**src/rtl/ld_power_sequencer.sv**
```systemverilog
// Supervisory power sequencer for the laser-diode current driver: sequences
// SW_ON/LD_ON/I_set and generates the C_out step tick that paces the driver's ramp.
module ld_power_sequencer #(
  parameter int TICK_DIV      = 1000,
  parameter int SETTLE_CYC    = 16,
  parameter int TIMEOUT_TICKS = 2048,
  parameter int I_OFF_THR     = 10
) (
  input  logic        CLK,
  input  logic        Clrn,
  input  logic        start_req,
  input  logic        stop_req,
  input  logic        clear_fault,
  input  logic        interlock_ok,
  input  logic [12:0] I_target,
  input  logic [12:0] I_out_fb,
  input  logic        Start_C,
  input  logic        Clr_C,
  output logic        SW_ON,
  output logic        LD_ON,
  output logic [12:0] I_set,
  output logic        C_out,
  output logic        ready,
  output logic        busy,
  output logic        fault,
  output logic [2:0]  state
);

  localparam int PW = (TICK_DIV > 2) ? $clog2(TICK_DIV) : 1;
  localparam int SW = (SETTLE_CYC > 1) ? $clog2(SETTLE_CYC + 1) : 1;
  localparam int TW = $clog2(TIMEOUT_TICKS + 1);

  localparam logic [PW-1:0] PRESC_MAX = PW'(TICK_DIV - 1);
  localparam logic [SW-1:0] SETTLE_LD = SW'(SETTLE_CYC);
  localparam logic [TW-1:0] TMO_MAX   = TW'(TIMEOUT_TICKS);
  localparam logic [12:0]   OFF_THR   = 13'(I_OFF_THR);

  typedef enum logic [2:0] {
    ST_IDLE   = 3'd0,
    ST_ARM    = 3'd1,
    ST_RAMP   = 3'd2,
    ST_RUN    = 3'd3,
    ST_SHUTDN = 3'd4,
    ST_FAULT  = 3'd5
  } state_t;

  state_t          state_q, state_d;
  logic [12:0]     i_set_d;
  logic [SW-1:0]   settle_q, settle_d;
  logic [TW-1:0]   tmo_q, tmo_d, tmo_inc;
  logic [PW-1:0]   presc_q;
  logic            tmo_hit, cur_off;

  // Step-tick prescaler; Clr_C outranks Start_C.
  // NOTE: sequential state uses non-blocking (<=) so every flop samples pre-edge values.
  always_ff @(posedge CLK or negedge Clrn) begin
    if (!Clrn) begin
      presc_q <= '0;
      C_out   <= 1'b0;
    end else if (Clr_C || !Start_C) begin
      presc_q <= '0;
      C_out   <= 1'b0;
    end else if (presc_q == PRESC_MAX) begin
      presc_q <= '0;
      C_out   <= 1'b1;
    end else begin
      presc_q <= presc_q + PW'(1);
      C_out   <= 1'b0;
    end
  end

  assign cur_off = (I_out_fb <= OFF_THR);
  assign tmo_inc = (C_out && tmo_q != TMO_MAX) ? tmo_q + TW'(1) : tmo_q;
  assign tmo_hit = (tmo_inc >= TMO_MAX);

  // NOTE: every signal written below gets a default first, so no latch is inferred.
  always_comb begin
    state_d  = state_q;
    i_set_d  = I_set;
    settle_d = settle_q;
    tmo_d    = tmo_q;
    unique case (state_q)
      ST_IDLE: begin
        if (start_req && !stop_req && interlock_ok && I_target != 13'd0 && cur_off) begin
          state_d  = ST_ARM;
          i_set_d  = I_target;
          settle_d = SETTLE_LD;
        end
      end
      ST_ARM: begin
        if (!interlock_ok) begin
          state_d = ST_FAULT;
        end else if (stop_req) begin
          state_d = ST_SHUTDN;
          tmo_d   = '0;
        end else if (settle_q <= SW'(1)) begin
          state_d  = ST_RAMP;
          settle_d = '0;
          tmo_d    = '0;
        end else begin
          settle_d = settle_q - SW'(1);
        end
      end
      ST_RAMP: begin
        tmo_d = tmo_inc;
        if (!interlock_ok) begin
          state_d = ST_FAULT;
        end else if (stop_req) begin
          state_d = ST_SHUTDN;
          tmo_d   = '0;
        end else if (I_out_fb >= I_set) begin
          // Reaching setpoint beats a simultaneous timeout.
          state_d = ST_RUN;
        end else if (tmo_hit) begin
          state_d = ST_FAULT;
        end
      end
      ST_RUN: begin
        if (!interlock_ok) begin
          state_d = ST_FAULT;
        end else if (stop_req) begin
          state_d = ST_SHUTDN;
          tmo_d   = '0;
        end else if (I_target != I_set && I_target != 13'd0) begin
          i_set_d = I_target;
        end
      end
      ST_SHUTDN: begin
        tmo_d = tmo_inc;
        if (!interlock_ok) begin
          state_d = ST_FAULT;
        end else if (cur_off) begin
          state_d = ST_IDLE;
          i_set_d = 13'd0;
        end else if (tmo_hit) begin
          state_d = ST_FAULT;
        end
      end
      ST_FAULT: begin
        if (clear_fault && interlock_ok && cur_off) begin
          state_d = ST_IDLE;
          i_set_d = 13'd0;
        end
      end
      default: state_d = ST_FAULT;
    endcase
  end

  // Outputs are decoded from the next state so they change on the same edge as the state.
  always_ff @(posedge CLK or negedge Clrn) begin
    if (!Clrn) begin
      state_q  <= ST_IDLE;
      settle_q <= '0;
      tmo_q    <= '0;
      I_set    <= 13'd0;
      SW_ON    <= 1'b0;
      LD_ON    <= 1'b0;
      ready    <= 1'b0;
      busy     <= 1'b0;
      fault    <= 1'b0;
    end else begin
      state_q  <= state_d;
      settle_q <= settle_d;
      tmo_q    <= tmo_d;
      I_set    <= i_set_d;
      SW_ON    <= (state_d inside {ST_ARM, ST_RAMP, ST_RUN, ST_SHUTDN});
      LD_ON    <= (state_d inside {ST_RAMP, ST_RUN});
      ready    <= (state_d == ST_RUN);
      busy     <= !(state_d inside {ST_IDLE, ST_FAULT});
      fault    <= (state_d == ST_FAULT);
    end
  end

  assign state = state_q;

endmodule

```
**config.mk**
```make
export PLATFORM = sky130hd
export DESIGN_NAME = ld_power_sequencer
export DESIGN_NICKNAME = d
export VERILOG_FILES = /design/src/rtl/ld_power_sequencer.sv
export SDC_FILE = /design/constraint.sdc
export NUM_CORES = 1
export LEC_CHECK = 0
export BUFFER_PORTS_ARGS = -buffer_cell sky130_fd_sc_hd__buf_2
export CAP_MARGIN = 20
export CORE_UTILIZATION = 50
export DETAILED_ROUTE_END_ITERATION = 10
export GPL_TIMING_DRIVEN = 0
export PLACE_DENSITY_LB_ADDON = 0.3
export SYNTH_ARGS = -nofsm -noshare
export SYNTH_HDL_FRONTEND = slang
export SYNTH_SLANG_ARGS = --single-unit
```
**constraint.sdc**
```tcl
create_clock -name CLK -period 2.8 [get_ports CLK]
set_input_delay 0.84 -clock CLK [delete_from_list [all_inputs] [get_ports CLK]]
set_output_delay 0.84 -clock CLK [all_outputs]
set_load 0.01 [all_outputs]
```
==> metrics.log, run 1 <==
[metrics] starting DRC count in detailed routing: approximately 180
[metrics] num ports: 56
[metrics] per-cell routed wire length: 14.18 µm
[metrics] maximum frequency from static timing analysis: 402.0 MHz
[metrics] synthesized-area fraction occupied by adder cells: 0.07326
[metrics] number of synthesized flops with an enable pin: 0
[metrics] average instance area after synthesis: roughly 9 µm²
[metrics] total wire length after detailed routing: between 6 and 7 mm
[metrics] first-pass GRT wire length: around 11 mm
[metrics] class of the worst hold path: reg -> reg
[metrics] final cycle utilization of the critical path: 0.8885
[metrics] type of the worst setup path: in -> reg
[metrics] most common library cells after synthesis: dfrtp_1, nand2_1, nor2_1, inv_1, xor2_1
[metrics] clock buffers created by TritonCTS: 5
[metrics] Yosys warning total: 0
[metrics] main combinational cell family by area after synthesis: simple AND/OR/NAND/NOR gates
[metrics] IO buf count: 55
[metrics] area of the core region: roughly 5900 µm²
[metrics] placed wire-length estimate after detailed placement: around 5 mm
[metrics] xor/xnor cell area share of the yosys netlist: 0.09972
[metrics] final setup violation count: 0
[metrics] count of filler cells inserted in the layout: 520
[metrics] ys flop type: dfrtp_1
[metrics] H-Tree Level Count: 2
[metrics] pins over their slew limit: 0
[metrics] data arrival time of the worst path: 2680 ps
[metrics] Root Buffer Master: clkbuf_8
[metrics] Syn Nets: around 390
[metrics] post-layout minimum cycle time: approximately 2500 ps
[metrics] Relative slew margins: 0.6413
[metrics] status: complete, no violations
[metrics] number of clock sinks: 49
[metrics] number of nets in the layout: approximately 450
[metrics] total die area: between 6000 and 7000 µm²
[metrics] simple-gate share of the synthesized area: 0.2177
[metrics] max-cap violations: 0
[metrics] DRC errors left: 0
[metrics] number of setup buffers added after CTS: 0
[metrics] Bufs and invs on worst path: 3
[metrics] maximum number of pins on one net before global-route repair: 50
[metrics] async set-reset flop share out of synthesis: 1.000
[metrics] cts-stage hold buffer count: 0
[metrics] starting utilization of the core area: 0.5192
[metrics] Leakage: around 1.6 nW
[metrics] Final Hold Fails: 0
[metrics] iteration count of the initial detailed-routing pass: 4
[metrics] n_diodes: 0
[metrics] Fin Hold WS: approximately 460 ps
[metrics] average via count per standard cell: between 5 and 6
[metrics] endpoint class of the critical path: flip-flop
[metrics] Worst Path Max Fanout: 10
[metrics] Final Wtd Congestion: 0.8528
[metrics] Area Growth Syn to Fin: 15.51%
[metrics] combined flip-flop and latch cell area: 1226 µm²
[metrics] synthesized flop and latch total: just under 50
[metrics] DIE WIDTH: slightly above 80 µm
[metrics] vias in the first global route: roughly 2400
[metrics] Clock Path Buffers: 2
[metrics] total global routing track utilization: 0.2188
[metrics] biggest area contributors in the synthesized netlist: dfrtp_1, ha_1, xor2_1, mux2i_1, nand2_1
[metrics] overall power consumption: 2.364 mW
[metrics] worst path cell trace: buf_2, xor2_1, nor4_1, nand4_1, o41ai_2, nand3_1, and3_1, buf_6, buf_12, mux2i_1
[metrics] data required time of the worst path: 2990 ps
[metrics] RSZ-0062 raised after global routing: false
[metrics] clock tree from TritonCTS: done
[metrics] latest clock arrival within the worst-skew pair: 310 ps
[metrics] multiplexer share of the synthesized area: 0.05250
[metrics] initial antenna violation count: 0
[metrics] dominant cell type by area after synthesis: dfrtp_1
[metrics] Slowest Stage Delay on Critical Path: 360 ps
[metrics] share of cells above drive strength 1: 0.1884
[metrics] post-synthesis compound-gate area fraction: 0.1042
[metrics] count of different cell masters after synthesis: 53
[metrics] sequential share of the synthesized area: 0.3989
[metrics] clock transition at the registers of the reported paths: 80 ps
[metrics] maximum vdd drop: about 0.00032 V
[metrics] power per cell area: 665.6 nW/µm²
[metrics] most repeated cell in the gate-level netlist after synthesis: dfrtp_1
[metrics] Crit-path slowest cell: o41ai_2
[metrics] post-cts repair resize count: 0
[metrics] Cell Rows: 28
[metrics] family of cells with the greatest summed delay on the critical path: simple AND/OR/NAND/NOR gates
[metrics] setup skew after layout: 7.987 ps
[metrics] nature of the critical path startpoint: input pin
[metrics] number of vias after detailed routing: 2615
[metrics] cell area after synthesis: between 3000 and 4000 µm²
[metrics] global route total overflow: 0
[metrics] Yosys top cell area share: 0.3989
[metrics] Die H: approximately 80 µm
[metrics] instance count of the mapped netlist: approximately 330
[metrics] total area of multi-input combinational cells: roughly 1700 µm²
[metrics] slew of the pin with the lowest slew margin: 538.0 ps
[metrics] Detail Route Antenna Nets: 0
worst register-to-register path: cells and delay by family (launching register included):
family | cells | cell delay [ps]
buffers and inverters | 2 | 530
AND/OR/NAND/NOR | 4 | 730
AO/OA/AOI/OAI | 2 | 370
XOR/XNOR | 1 | 170
flip-flops | 1 | 350
per-layer routing:
layer | global-route usage | up-vias | routed length [µm]
met5 | 0 | - | 0
met4 | 0.06786 | 0 | 90
met3 | 0.03295 | 10 | 291
met2 | 0.3847 | 57 | 3306
met1 | 0.2735 | 1253 | 3020
li1 | - | 1295 | -
stage by stage:
stage / worst slack [ps] / cells / TNS, ps / utilization / area [µm²]
5_1_grt: 173.4 / 473 / 0 / 0.5997 / 3551
3_3_place_gp: -3.188 / 464 / -4.137 / 0.5816 / 3443
4_1_cts: 295.0 / 472 / 0 / 0.5964 / 3531
2_1_floorplan: 344.9 / 334 / 0 / - / 3074
3_5_place_dp: -19.71 / 464 / -147.7 / 0.5816 / 3443
6_report: 312.3 / 473 / 0 / 0.5997 / 3551
layout by cell type (no fill, tap or decap), types with 15 or more instances in the layout:
cell / instances
buf_2: 57
dfrtp_1: 49
ha_1: 18
inv_1: 25
mux2i_1: 15
nand2_1: 35
nand4_1: 16
nor2_1: 35
xnor2_1: 15
xor2_1: 20
area by class of cell:
class	instances	share of cell area
clock buffers	6	0.02044
clock inverters	2	0.004228
flip-flops and latches	49	0.3453
plain buffers	10	0.01797
repair buffers	56	0.08316
multi-input cells	248	0.4739
inverters	27	0.02854
well taps	75	0.02643
where the power goes:
group	internal [mW]	leakage (nW)	switching, mW
Combinational	0.411	0.990	0.579
Clock	0.176	0.0374	0.239
Sequential	0.839	0.602	0.119
Total	1.43	1.63	0.937
path summary, 6_finish.rpt:
kind	to	startpoint	slack, ps	depth (start not counted)
min in group asynchronous	I_set[1]	Clrn	510	1
worst min-delay path	presc_q[0]	presc_q[0]	460	1
worst max register to register	tmo_q[10]	state[0]	530	9
worst max-delay path	I_set[12]	I_target[11]	310	10
worst min register to register	presc_q[0]	presc_q[0]	460	1
max in group asynchronous	I_set[6]	Clrn	1760	2
flip-flops by register name, summed over array words and instances, names as in the netlist:
signal    flops
C_out         1
I_set        13
LD_ON         1
SW_ON         1
busy          1
fault         1
presc_q      10
ready         1
settle_q      5
state         3
tmo_q        12
kinds of logic (layout without fill, tap and decap cells):
logic type / after synthesis / count (layout)
compound gates: 46 / 46
xor+xnor: 35 / 35
fa+ha+maj: 18 / 18
buf+inv: 37 / 101
flops: 49 / 49
mux: 16 / 16
simple gates: 133 / 133
No activity file was read; power rests on OpenSTA's default activity.
==> run 2, diff against run 1 <==
--- a/config.mk
+++ b/config.mk
@@ -11,6 +11,8 @@
 export DETAILED_ROUTE_END_ITERATION = 10
 export GPL_TIMING_DRIVEN = 0
 export PLACE_DENSITY_LB_ADDON = 0.3
+export REMOVE_ABC_BUFFERS = 1
+export SETUP_SLACK_MARGIN = 0.4
 export SYNTH_ARGS = -nofsm -noshare
 export SYNTH_HDL_FRONTEND = slang
 export SYNTH_SLANG_ARGS = --single-unit
==> run 2 against run 1 <==
Sequential cell count unchanged. First-iteration DRC count down 33%. Hold slack worse by 39 ps. Global-route usage up 0.46 points. Sequential share of layout area down 0.36 points. Count of clock-buffer cells in the layout down 1. Via count down 2.3%. Highest routed layer unchanged. Core utilization up 0.70 points. Clock skew down 1.3 ps. Die area unchanged. Register-to-register slack better by 120 ps. Sequential power up 4.3%.
==> metrics.log, run 2 (synthesis results as in run 1) <==
[metrics] switch share: 0.3868
[metrics] pins over their slew limit: 0
[metrics] initial antenna violation count: 0
[metrics] DIE WIDTH: 80.41 µm
[metrics] number of nets in the layout: about 440
[metrics] clock tree from TritonCTS: done
[metrics] nature of the critical path startpoint: input pin
[metrics] slew of the pin with the lowest slew margin: 616.6 ps
[metrics] cts-stage hold buffer count: 0
[metrics] post-layout minimum cycle time: between 2000 and 2500 ps
[metrics] maximum vdd drop: between 0.0003 and 0.0004 V
[metrics] share of cells above drive strength 1: 0.2174
[metrics] placed wire-length estimate after detailed placement: 4.931 mm
[metrics] maximum frequency from static timing analysis: ~420 MHz
[metrics] average via count per standard cell: between 5 and 6
[metrics] Area Growth Syn to Fin: 16.85%
[metrics] global route total overflow: 0
[metrics] n_diodes: 0
[metrics] maximum number of pins on one net before global-route repair: 50
[metrics] sequential group share of total power: 0.401
[metrics] combinational power share: 0.388
[metrics] overall power consumption: 2.492 mW
[metrics] vias in the first global route: 2471
[metrics] Cell Rows: 28
[metrics] clock transition at the registers of the reported paths: 100 ps
[metrics] startpoint of the worst setup timing path: I_target[11]
[metrics] largest registers: I_set (13), tmo_q (12), presc_q (10)
[metrics] Switching Power: approximately 0.96 mW
[metrics] status: complete, no violations
[metrics] setup skew after layout: around 6.7 ps
[metrics] IO buf count: 55
[metrics] DRC errors left: 0
[metrics] most common cell after layout, fill and taps aside: buf_2
[metrics] per-cell routed wire length: ~14 µm
[metrics] power per cell area: around 700 nW/µm²
[metrics] type of the worst setup path: in -> reg
[metrics] starting DRC count in detailed routing: 124
[metrics] starting utilization of the core area: 0.5192
[metrics] Fin Hold WS: 420.5 ps
[metrics] number of vias after detailed routing: about 2600
[metrics] cell area after placement: 3393 µm²
[metrics] latest clock arrival within the worst-skew pair: ~310 ps
[metrics] clock buffers created by TritonCTS: 5
[metrics] max-cap violations: 0
[metrics] Detail Route Antenna Nets: 0
[metrics] post-route design area: around 3600 µm²
[metrics] total wire length after detailed routing: 6.668 mm
[metrics] Leakage: 1.635 nW
[metrics] iteration count of the initial detailed-routing pass: 4
[metrics] Final Hold Fails: 0
[metrics] Power Internal: roughly 1.5 mW
[metrics] Root Buffer Master: clkbuf_8
[metrics] flip-flop count of the largest register after layout: 13
[metrics] data required time of the worst path: between 3000 and 4000 ps
[metrics] number of clock sinks: between 40 and 50
[metrics] largest register by flop count: I_set
[metrics] endpoint class of the critical path: flip-flop
[metrics] most used cells in the layout excluding fill and tap cells: buf_2, dfrtp_1, nor2_1
[metrics] H-Tree Level Count: 2
[metrics] RSZ-0062 raised after global routing: true
[metrics] part of the power in the clock network: 0.212
[metrics] Relative slew margins: 0.5855
[metrics] Die H: just over 80 µm
[metrics] area of the core region: between 5000 and 6000 µm²
[metrics] Reg2Reg Launch Point: I_set[11]
[metrics] data arrival time of the worst path: 2600 ps
[metrics] final cycle utilization of the critical path: 0.8481
[metrics] total global routing track utilization: 0.2234
[metrics] total die area: 6466 µm²
[metrics] num ports: 56
[metrics] class of the worst hold path: in -> async
[metrics] final setup violation count: 0
[metrics] Worst Path Max Fanout: 7
[metrics] first-pass GRT wire length: about 11 mm
[metrics] Sum Neg Setup Slack: 0 ps
[metrics] Clock Path Buffers: 2
[metrics] Final Wtd Congestion: 0.8639
==> run 2: stage by stage <==
step                      setup WS (ps)  cells  utilization
final                             425.2    466       0.6067
after global routing              356.6    466       0.6067
after CTS                         404.9    463       0.5947
after detailed placement         -264.4    455       0.5731
after global placement           -230.3    454       0.5708
after floorplan                   294.7    324            -
==> run 2: layout make-up <==
class                      instances  area, µm²
tap                               75      93.84
fill                             524       2328
clock buffer                       5      68.82
multi-input combinational        249       1737
timing repair buffer              58      316.6
sequential                        49       1227
inverter                          27      101.3
clock inverter                     3      47.55
==> run 2: metal layers <==
metal,global-route usage,up-vias,wire (µm)
met5,0,-,0
met4,0.05714,0,17
met3,0.04318,2,286
met2,0.3805,61,3210
met1,0.2891,1211,3154
li1,-,1281,-
==> run 2: repair_timing <==
item	in CTS	in global routing
pin swaps	0	2
gates cloned	0	1
resized for setup	3	10
setup endpoints to repair	13	28
buffers inserted	0	1
==> run 2: power by group through the flow <==
| stage | clock network, mW | registers [mW] | logic [mW] |
|---|---|---|---|
| floorplan | 0 | 1.03 | 0.578 |
| CTS | 0.548 | 0.992 | 0.945 |
| global placement | 0 | 1.00 | 0.900 |
| global route | 0.577 | 1.02 | 1.09 |
| finish | 0.528 | 0.999 | 0.966 |
| detailed placement | 0 | 1.00 | 0.933 |
==> run 2: path summary, 6_finish.rpt <==
check / to / slack (ps) / cells past startpoint
setup / recovery: I_set[3] / 430 / 8
max in group asynchronous: state[0] / 1860 / 2
hold / removal: I_set[4] / 420 / 1
setup reg to reg: I_set[3] / 650 / 7
hold reg to reg: presc_q[0] / 470 / 1
min in group CLK: presc_q[0] / 470 / 1
==> run 2: worst max-delay path: stages <==
cell and delay [ps]:
buf_6 100, xor2_2 170, nor4_2 310, nand4_1 160, o41ai_2 370, nand3_1 170
and3_4 280, mux2i_1 180
